`config.mk`:
```
export PLATFORM = sky130hd
export DESIGN_NAME = serial_add_ctrl
export DESIGN_NICKNAME = d
export VERILOG_FILES = /design/src/rtl/serial_add_pkg.sv /design/src/rtl/serial_add_fa.sv /design/src/rtl/serial_add_ctrl.sv
export SDC_FILE = /design/constraint.sdc
export NUM_CORES = 1
export LEC_CHECK = 0
export CORE_MARGIN = 5
export CORE_UTILIZATION = 50
export CTS_CLUSTER_DIAMETER = 80
export CTS_CLUSTER_SIZE = 16
export DETAILED_ROUTE_END_ITERATION = 8
export PLACE_DENSITY = 0.84
export SKIP_LAST_GASP = 1
export SYNTH_ARGS = -nofsm -noshare
export SYNTH_HDL_FRONTEND = slang
export SYNTH_SLANG_ARGS = --single-unit
```
`constraint.sdc`:
```
create_clock -name clk -period 1.92 [get_ports clk]
set_input_delay 0.384 -clock clk [delete_from_list [all_inputs] [get_ports clk]]
set_output_delay 0.384 -clock clk [all_outputs]
set_load 0.01 [all_outputs]
```
`src/rtl/serial_add_pkg.sv`:
```
// Shared definitions for the bit-serial adder: state encoding and default operand width.
package serial_add_pkg;

    localparam int unsigned DEFAULT_WIDTH = 8;

    typedef enum logic [1:0] {
        ST_IDLE = 2'd0,
        ST_RUN  = 2'd1,
        ST_DONE = 2'd2
    } state_e;

endpackage

```
`src/rtl/serial_add_fa.sv`:
```
// Gate-level full-adder cell shared by the serial arithmetic blocks.
module fa (
    output logic sum,
    output logic carry,
    input  logic a,
    input  logic b,
    input  logic c
);

    logic ab_x;

    assign ab_x  = a ^ b;
    assign sum   = ab_x ^ c;
    assign carry = (a & b) | (c & ab_x);

endmodule

```
`src/rtl/serial_add_ctrl.sv`:
```
// Bit-serial adder: one full-adder cell per clock, LSB first, with valid/ready handshakes.
module serial_add_ctrl
    import serial_add_pkg::*;
#(
    parameter int unsigned WIDTH = DEFAULT_WIDTH
) (
    input  logic             clk,
    input  logic             rst_n,
    input  logic             in_valid,
    output logic             in_ready,
    input  logic [WIDTH-1:0] a,
    input  logic [WIDTH-1:0] b,
    input  logic             cin,
    output logic             out_valid,
    input  logic             out_ready,
    output logic [WIDTH-1:0] sum,
    output logic             cout,
    output logic             busy
);

    localparam int unsigned CNT_W = $clog2(WIDTH);
    localparam logic [CNT_W-1:0] CNT_LAST = CNT_W'(WIDTH - 1);

    state_e             state_q, state_d;
    logic [WIDTH-1:0]   a_sh_q, a_sh_d;
    logic [WIDTH-1:0]   b_sh_q, b_sh_d;
    logic [WIDTH-1:0]   sum_sh_q, sum_sh_d;
    logic               carry_q, carry_d;
    logic [CNT_W-1:0]   cnt_q, cnt_d;
    logic               fa_sum, fa_carry;

    fa u_fa (
        .sum   (fa_sum),
        .carry (fa_carry),
        .a     (a_sh_q[0]),
        .b     (b_sh_q[0]),
        .c     (carry_q)
    );

    always_ff @(posedge clk or negedge rst_n) begin
        if (!rst_n) begin
            state_q  <= ST_IDLE;
            a_sh_q   <= '0;
            b_sh_q   <= '0;
            sum_sh_q <= '0;
            carry_q  <= 1'b0;
            cnt_q    <= '0;
        end else begin
            state_q  <= state_d;
            a_sh_q   <= a_sh_d;
            b_sh_q   <= b_sh_d;
            sum_sh_q <= sum_sh_d;
            carry_q  <= carry_d;
            cnt_q    <= cnt_d;
        end
    end

    always_comb begin
        state_d  = state_q;
        a_sh_d   = a_sh_q;
        b_sh_d   = b_sh_q;
        sum_sh_d = sum_sh_q;
        carry_d  = carry_q;
        cnt_d    = cnt_q;
        case (state_q)
            ST_IDLE: begin
                if (in_valid) begin
                    a_sh_d  = a;
                    b_sh_d  = b;
                    carry_d = cin;
                    cnt_d   = '0;
                    state_d = ST_RUN;
                end
            end
            ST_RUN: begin
                a_sh_d   = a_sh_q >> 1;
                b_sh_d   = b_sh_q >> 1;
                sum_sh_d = {fa_sum, sum_sh_q[WIDTH-1:1]};
                carry_d  = fa_carry;
                // Counter holds at its last value instead of wrapping on the final bit.
                if (cnt_q == CNT_LAST) begin
                    state_d = ST_DONE;
                end else begin
                    cnt_d = cnt_q + 1'b1;
                end
            end
            ST_DONE: begin
                if (out_ready) begin
                    state_d = ST_IDLE;
                end
            end
            default: state_d = ST_IDLE;
        endcase
    end

    assign in_ready  = (state_q == ST_IDLE);
    assign out_valid = (state_q == ST_DONE);
    assign busy      = (state_q == ST_RUN) || (state_q == ST_DONE);
    assign sum       = out_valid ? sum_sh_q : '0;
    assign cout      = out_valid ? carry_q : 1'b0;

endmodule

```
### After elaboration in Yosys (flattened, before gate mapping)

Cells that the tools add are included.

| storage, ports and cells | value |
|---|---|
| register bits | 30 |
| input port bits | 21 |
| output and inout port bits | 12 |
| logic and storage cells | 40 |

| cells by class | value |
|---|---|
| add/subtract/negate cells | 1 |
| eq/ne operators | 7 |
| muxes and demuxes | 15 |
| bitwise logic cells | 5 |
| reduce and logical (&&, ||, !) cells | 6 |

Operators with widths:

| operator | number |
|---|---|
| one-hot mux 8 bit (2 select lines) | 2 |
| 2-to-1 mux 8 bit | 3 |
| 2-to-1 mux 2 bit | 3 |
| 2-to-1 mux 3 bit | 2 |
| inequality test 2 bit (second input constant) | 3 |
| one-hot mux 2 bit (3 select lines) | 1 |
| one-hot mux 3 bit (2 select lines) | 1 |
| AND reduction 3 bit | 2 |
| adder 3 x 1 -> 3 bit (second input constant) | 1 |
| equality test 3 bit (second input constant) | 1 |
| AND 1 bit | 2 |
| equality test 2 x 1 -> 1 bit (second input constant) | 1 |
| equality test 2 bit (second input constant) | 1 |
| zero test 2 bit | 1 |
| 2-to-1 mux 1 bit | 2 |
| inequality test 2 x 1 -> 1 bit (second input constant) | 1 |
| one-hot mux 1 bit (2 select lines) | 1 |
| AND reduction 2 bit | 1 |
| nonzero test 2 bit | 1 |
| bitwise XOR 1 bit | 2 |
| logical OR 1 bit | 1 |
| OR 1 bit | 1 |

### Longest topological paths before layout

| depth | value |
|---|---|
| depth after elaboration | 4 |
| gate-level depth with buffers | 6 |
| gate-level depth less buffers | 5 |

### Hierarchy

Synthesis repeated with hierarchy kept, for this count alone.

| second synthesis, totals | value |
|---|---|
| cells, all modules | 132 |
| area total of the unflattened synthesis | 1,531.5 sq um |

By module, submodules not included:

| module | times used | cells each | area an instance (sq um) | seq. area each (sq um) |
|---|---|---|---|---|
| serial_add_ctrl | 1 | 131 | 1,511.4 | 750.7 |
| fa | 1 | 1 | 20.0 | 0.0 |

### Least setup slack after synthesis

OpenSTA, ideal clock, no wires.

| path | value |
|---|---|
| path kind | reg-to-reg |
| start | register state_q[0] |
| end | register state_q[0] |
| setup time | 0.128 ns |
| arrival time | 1.450 ns |
| required time | 1.792 ns |
| slack | 0.342 ns |
| stages on the path, launching flop included | 6 |
| buffers on the path | 0 |
| clock period less this slack | 1.578 ns |
| path through | dfrtp_1 inv_1 ha_1 nor2b_2 a221oi_2 mux2_1 |

| on the way | value |
|---|---|
| cells in the longest elaborated chain, start to end | 3 |
| elaborated cells on any way between the ends | 8 |
| those cells by class | eq/ne: 5; mux: 1; reduce/logical: 2 |

RTL lines:

| item | line | text |
|---|---|---|
| start: declaration | serial_add_ctrl.sv:24 | `state_e state_q, state_d;` |
| start signal: assignment | serial_add_ctrl.sv:49 | `state_q <= state_d;` |
| zero test 2 bit * | - |  |
| net in_ready | serial_add_ctrl.sv:10 | `output logic in_ready,` |
| inequality test 2 bit (no source line) | - |  |
| AND reduction 3 bit (no source line) | - |  |

Mark *: on every way through the listed nets, which the timed path passes. The rest lies on a longest branch.
A chain may end at the register's enable or synchronous reset.

### Final worst setup path

| path | value |
|---|---|
| start | register state_q[1] |
| end | output sum[6] |

| on the way | value |
|---|---|
| cells in the longest elaborated chain, start to end | 2 |

RTL lines:

| item | line | text |
|---|---|---|
| equality test 2 bit | serial_add_ctrl.sv:97 | `assign out_valid = (state_q == ST_DONE);` |
| 2-to-1 mux 8 bit | serial_add_ctrl.sv:99 | `assign sum = out_valid ? sum_sh_q : '0;` |
| end: declaration | serial_add_ctrl.sv:16 | `output logic [WIDTH-1:0] sum,` |

Every way passes these cells.

==> metrics.txt <==
status finished, final reports clean; post-synth cell types 21; worst reg2reg startpoint state_q[1]$_DFFE_PN0P_; Post-DRT Antenna Nets 0; Via density 5.13; post-synthesis average cell area 11.5 um2; Initial Utilization 0.510; post-layout util 0.667; Die Wd 65.1 um; I/O pin total 33; total gr overflow 0; total power 3010 uW; DRC violations left 0; Post-synth EDFFs 0; Synth warnings 0; clk slew on worst S/H paths 0.09 ns; power density over the cells 1520 nW/um2; top cell type's share of synthesized area 0.495; hpwl dp 2090 um; top-count cell post-synth dfrtp_1; first-pass GRT wire length 4840 um; overall routed net length 2900 um; fmax 526 MHz; Tmin final 1.90 ns; Data arrival, critical path 1.52 ns; CTS tree done; vias 1067; DIE HEIGHT 65.1 um; Rel. slew slack 0.747; adder-cell share of the synthesized area 0.0627; XOR/XNOR Fraction of Synth Area 0; Peak VDD IR 1140 uV; reg2reg path depth 6; largest family of logic cells by synthesized area multiplexers; Cells after Synth 132; Max clock buf depth 2; total CTS buffers 5; Final Hold Viols 0; Critical Path RT 1.54 ns; H-Tree Depth 2; Crit Path Max Fanout 6; FF+latch count, synth 30; clock latency on the worst-skew pair 0.33 ns; share of layout cells above drive strength 1 0.149; worst hold slack 0.446 ns; Final #Nets 203; crit share post-route 0.991; Yosys top cell by area dfrtp_1; largest net degree at the start of global routing 31; final estimated routing congestion in global placement 0.734; Final Cell Area 1990 um2; vias in the first global route 1093; Clock Skews 0.00441 ns; multiplexer area fraction after synthesis 0.188; root buf cell clkbuf_4; Post-Syn Nets 160; most area-consuming cells after synthesis dfrtp_1 49%, mux2i_1 9.9%, mux2_1 7.4%; slack of the worst reg-to-reg path 0.07 ns; r2r endpoint state_q[1]$_DFFE_PN0P_; initial antenna violation count 0; total of max-cap violations 0; Crit Path Category flip-flop to output port; min-delay worst type input port to async pin; Startpoint Class flip-flop; row cnt 20; RSZ-0062 raised after global routing yes; die area 4240 um2; Slew @ Worst Pin 0.379 ns; fraction of registers with async set/reset 1.00; Synth Area in Compound Gates 0.0932; Mapped Area 1520 um2; drt pass-1 iters 4; Routed WL per cell 13.9 um; final setup fails 0; Filler cells 228; Clock Sink Count 30; Cell Area, Placed 1870 um2; Commonest cells post-synth 30 x dfrtp_1, 20 x nand2_1, 18 x o21ai_1, 15 x mux2i_1, 10 x mux2_1; Core Footprint 2980 um2; # diodes 0; pins over their slew limit 0; GRT Util Overall 0.151; Crit. End Element output port; sequential area share after synthesis 0.495; 1st-iter DRT viols 31; LEAKAGE 0.00103 uW; area grow syn2layout 30.9%; IO Port Bufs 32; simple-gate area share of the yosys netlist 0.116; ys flop type dfrtp_1
-- metrics by stage --
stage / TNS (ns) / std cells / setup WS (ns)
after global routing: -0.0875 / 208 / -0.0875
after floorplan: 0 / 132 / 0.342
final: 0 / 208 / 0.0178
after CTS: -1.33 / 205 / -0.163
after global placement: 0 / 197 / 0.110
after detailed placement: 0 / 197 / 0.00502
-- cell families (layout without fill, tap and decap cells) --
kind of cell    count (synthesis)  count (layout)
simple gates                   35              35
flops                          30              30
mux                            26              26
compound gates                 24              24
buf+inv                        10              53
fa+ha+maj                       7               7
-- layer usage --
layer,vias to the layer above,GRT usage,part of all wire
met5,-,0,0
met4,0,0.0777,0.019
met3,5,0.0462,0.042
met2,31,0.252,0.49
met1,498,0.175,0.45
li1,533,-,-
-- worst max-delay path by stage --
stage | to | cells after the start | start
final | sum[6] | 5 | state_q[1]$_DFFE_PN0P_
after detailed placement | cout | 4 | state_q[0]$_DFFE_PN0P_
after floorplan | state_q[0]$_DFFE_PN0P_ | 5 | state_q[0]$_DFFE_PN0P_
after global routing | sum[6] | 5 | state_q[1]$_DFFE_PN0P_
after global placement | sum[6] | 4 | state_q[0]$_DFFE_PN0P_
after CTS | cout | 4 | state_q[0]$_DFFE_PN0P_
-- sequential cells by signal (all words and copies together) (netlist names) --
signal    flops
carry_q       1
sum_sh_q      8
a_sh_q        8
b_sh_q        8
state_q       2
cnt_q         3
-- cell type report --
type | instances | area [um2] | area share
flip-flops and latches | 30 | 751 | 0.378
multi-input cells | 92 | 723 | 0.364
repair buffers | 42 | 412 | 0.207
well taps | 33 | 41.3 | 0.0208
inverters | 4 | 15.0 | 0.00756
clock buffers | 7 | 45.0 | 0.0227
-- worst max-delay path: stages (launching register included) --
cell and delay, ns:
dfrtp_1 0.44, ha_4 0.20, clkbuf_2 0.13, buf_4 0.14, and2_1 0.12, dlymetal6s2s_1 0.16
-- power breakdown --
group | switching [uW] | internal [uW]
clock network | 197 | 138
logic | 741 | 802
registers | 189 | 945
total | 1130 | 1880
-- placed cells by master, fill, tap and decap left out, drive strengths merged --
cell / netlist / final
o21ai: 20 / 20
dlygate4sd2: 0 / 3
ha: 6 / 6
a22o: 3 / 3
or2: 1 / 1
mux2i: 16 / 16
nand2: 20 / 20
fa: 1 / 1
mux2: 10 / 10
a221oi: 1 / 1
nor2b: 1 / 1
clkbuf: 0 / 8
clkdlybuf4s50: 0 / 20
and2: 9 / 9
nand2b: 4 / 4
inv: 4 / 4
dfrtp: 30 / 30
dlymetal6s2s: 0 / 9
buf: 6 / 9
-- what timing repair did --
| item | CTS | global route |
|---|---|---|
| gates resized for setup | 9 | 9 |
| setup endpoints to repair | 12 | 9 |
| pin swaps | 1 | 0 |
| hold buffers | 0 | 0 |
| buffers inserted | 1 | 3 |
(Power assumes the default switching activity.)
==> edit, RTL diff (same flow settings) <==
Change the package constant `DEFAULT_WIDTH` from 8 to 32.
--- a/src/rtl/serial_add_pkg.sv
+++ b/src/rtl/serial_add_pkg.sv
@@ -3,3 +3,3 @@
 
-    localparam int unsigned DEFAULT_WIDTH = 8;
+    localparam int unsigned DEFAULT_WIDTH = 32;
 
Interface: changed (resized a, b and sum); port bits go from 33 to 105. The function was not compared with the original's and may differ.
==> edit against the original RTL <==
The run now ends with negative setup slack left; worst setup slack worse by 110 ps; count of clock-buffer cells in the layout up 3; power rose to 3.1 times the old value; final area rose to 3.5 times the old value; sequential cell count up 74; routed wire length rose to 4.3 times the old value; sequential share of layout area down 0.24 points; area after synthesis rose to 3.2 times the old value; critical path type unchanged; critical endpoint is now sum[5]; highest routed layer unchanged.
==> edit: results (changes against the original RTL) <==
Routed WL=12.5 mm (+330%); first-pass GRT wire length=17.4 mm (+260%); met3 Resource Use GR=0.0436 (-0.00257); H-tree depth=3 (+1); r2r worst-path depth=9 (+3); final layout net count=639 (+210%); root buf cell=clkbuf_8; synth cell count leaders=dfrtp_1, nand2_1, o21ai_0, mux2i_1, and2_1; placed insts=648 (+230%); Net Count, Synth=508 (+220%); drt wl/cell=17.9 um (+29%); Avg Inst Size Synth=11.1 sq um (-3.2%); Worst-Margin Slew=546 ps (+167 ps); Leak=3.21 nW (+210%); Num CTS Buffers=9 (+4); Fillers=616 (+170%); Post-Layout Inst Area=6930 sq um (+250%); DP Worst Slack=27.6 ps (+22.6 ps); synth top area cells=dfrtp_1, mux2i_1, mux2_2; area of placed instances=6040 sq um (+220%); setup ws final=-96.4 ps (-114 ps); Arr. time, crit path=1630 ps (+110 ps); layout cells sized above 1=0.297 (+0.148); final setup vio count=20 (+20); Clock Pin Slew Worst Setup and Hold Paths=110 ps (+20 ps); failing checks=negative setup slack; biggest regs=a_sh_q (32), b_sh_q (32), sum_sh_q (32); status=finished, violations left
## edit: cell count changes after synthesis, sizes merged, moves of 12 or more
cell | before | now
clkbuf | 0 | 12
nand2 | 20 | 71
mux2 | 10 | 32
mux2i | 16 | 64
and2 | 9 | 34
dfrtp | 30 | 104
buf | 6 | 18
o21ai | 20 | 68
## edit: layout make-up
cell class | instances | area [sq um] | area share
tap | 129 | 161 | 0.0233
clock buffer | 10 | 138 | 0.0199
multi-input combinational | 297 | 2200 | 0.317
sequential | 104 | 2600 | 0.375
clock inverter | 6 | 48.8 | 0.00704
inverter | 3 | 13.8 | 0.00199
timing repair buffer | 149 | 1770 | 0.255
## edit: per-stage QoR
step                      hold WS (ps)  power, mW
after floorplan                   88.4       6.27
after global placement             460       6.98
after detailed placement           468       7.22
after CTS                         89.5       8.52
after global routing               112       10.0
final                             64.7       9.38
## edit: timing repair
action | in CTS | in global routing
buffers inserted | 12 | 6
pin swaps | 10 | 4
resized for setup | 177 | 75
cloned | 5 | 11
hold endpoints to repair | 0 | 0
endpoints found under the setup margin | 36 | 104
## edit: path summary, 6_finish.rpt
check                      startpoint           end  slack, ps
max                        state_q[1]        sum[5]       -100
min                             rst_n  sum_sh_q[21]         60
max reg2reg                state_q[1]      cnt_q[2]        -80
min reg2reg                a_sh_q[13]    a_sh_q[13]        490
max in group asynchronous       rst_n      cnt_q[4]       1440
min in group clk           a_sh_q[13]    a_sh_q[13]        490
## edit: worst max-delay path: stages (launching register included)
cell	delay [ps]
dfrtp_1	430
ha_4	190
buf_12	140
buf_12	130
buf_6	110
and2_4	150
buf_6	110
## edit: layer usage
metal	vias to the layer above	share of wire	wire (um)
met4	0	0.017	208
met5	-	0	0
met2	108	0.51	6400
met3	15	0.047	587
met1	1815	0.43	5330
li1	1753	-	-
## edit: power breakdown
part	internal [mW]	leakage (nW)	switching (mW)
clock	0.527	0.0981	0.776
sequential	3.20	1.31	0.642
combinational	2.22	1.80	2.01
## edit: logic make-up (layout without fill, tap and decap cells)
family,Yosys count,count (layout),synth area share
compound gates,75,75,0.0836
fa+ha+maj,6,6,0.0171
buf+inv,33,168,0.0332
flops,104,104,0.540
mux,96,97,0.208
simple gates,119,119,0.118
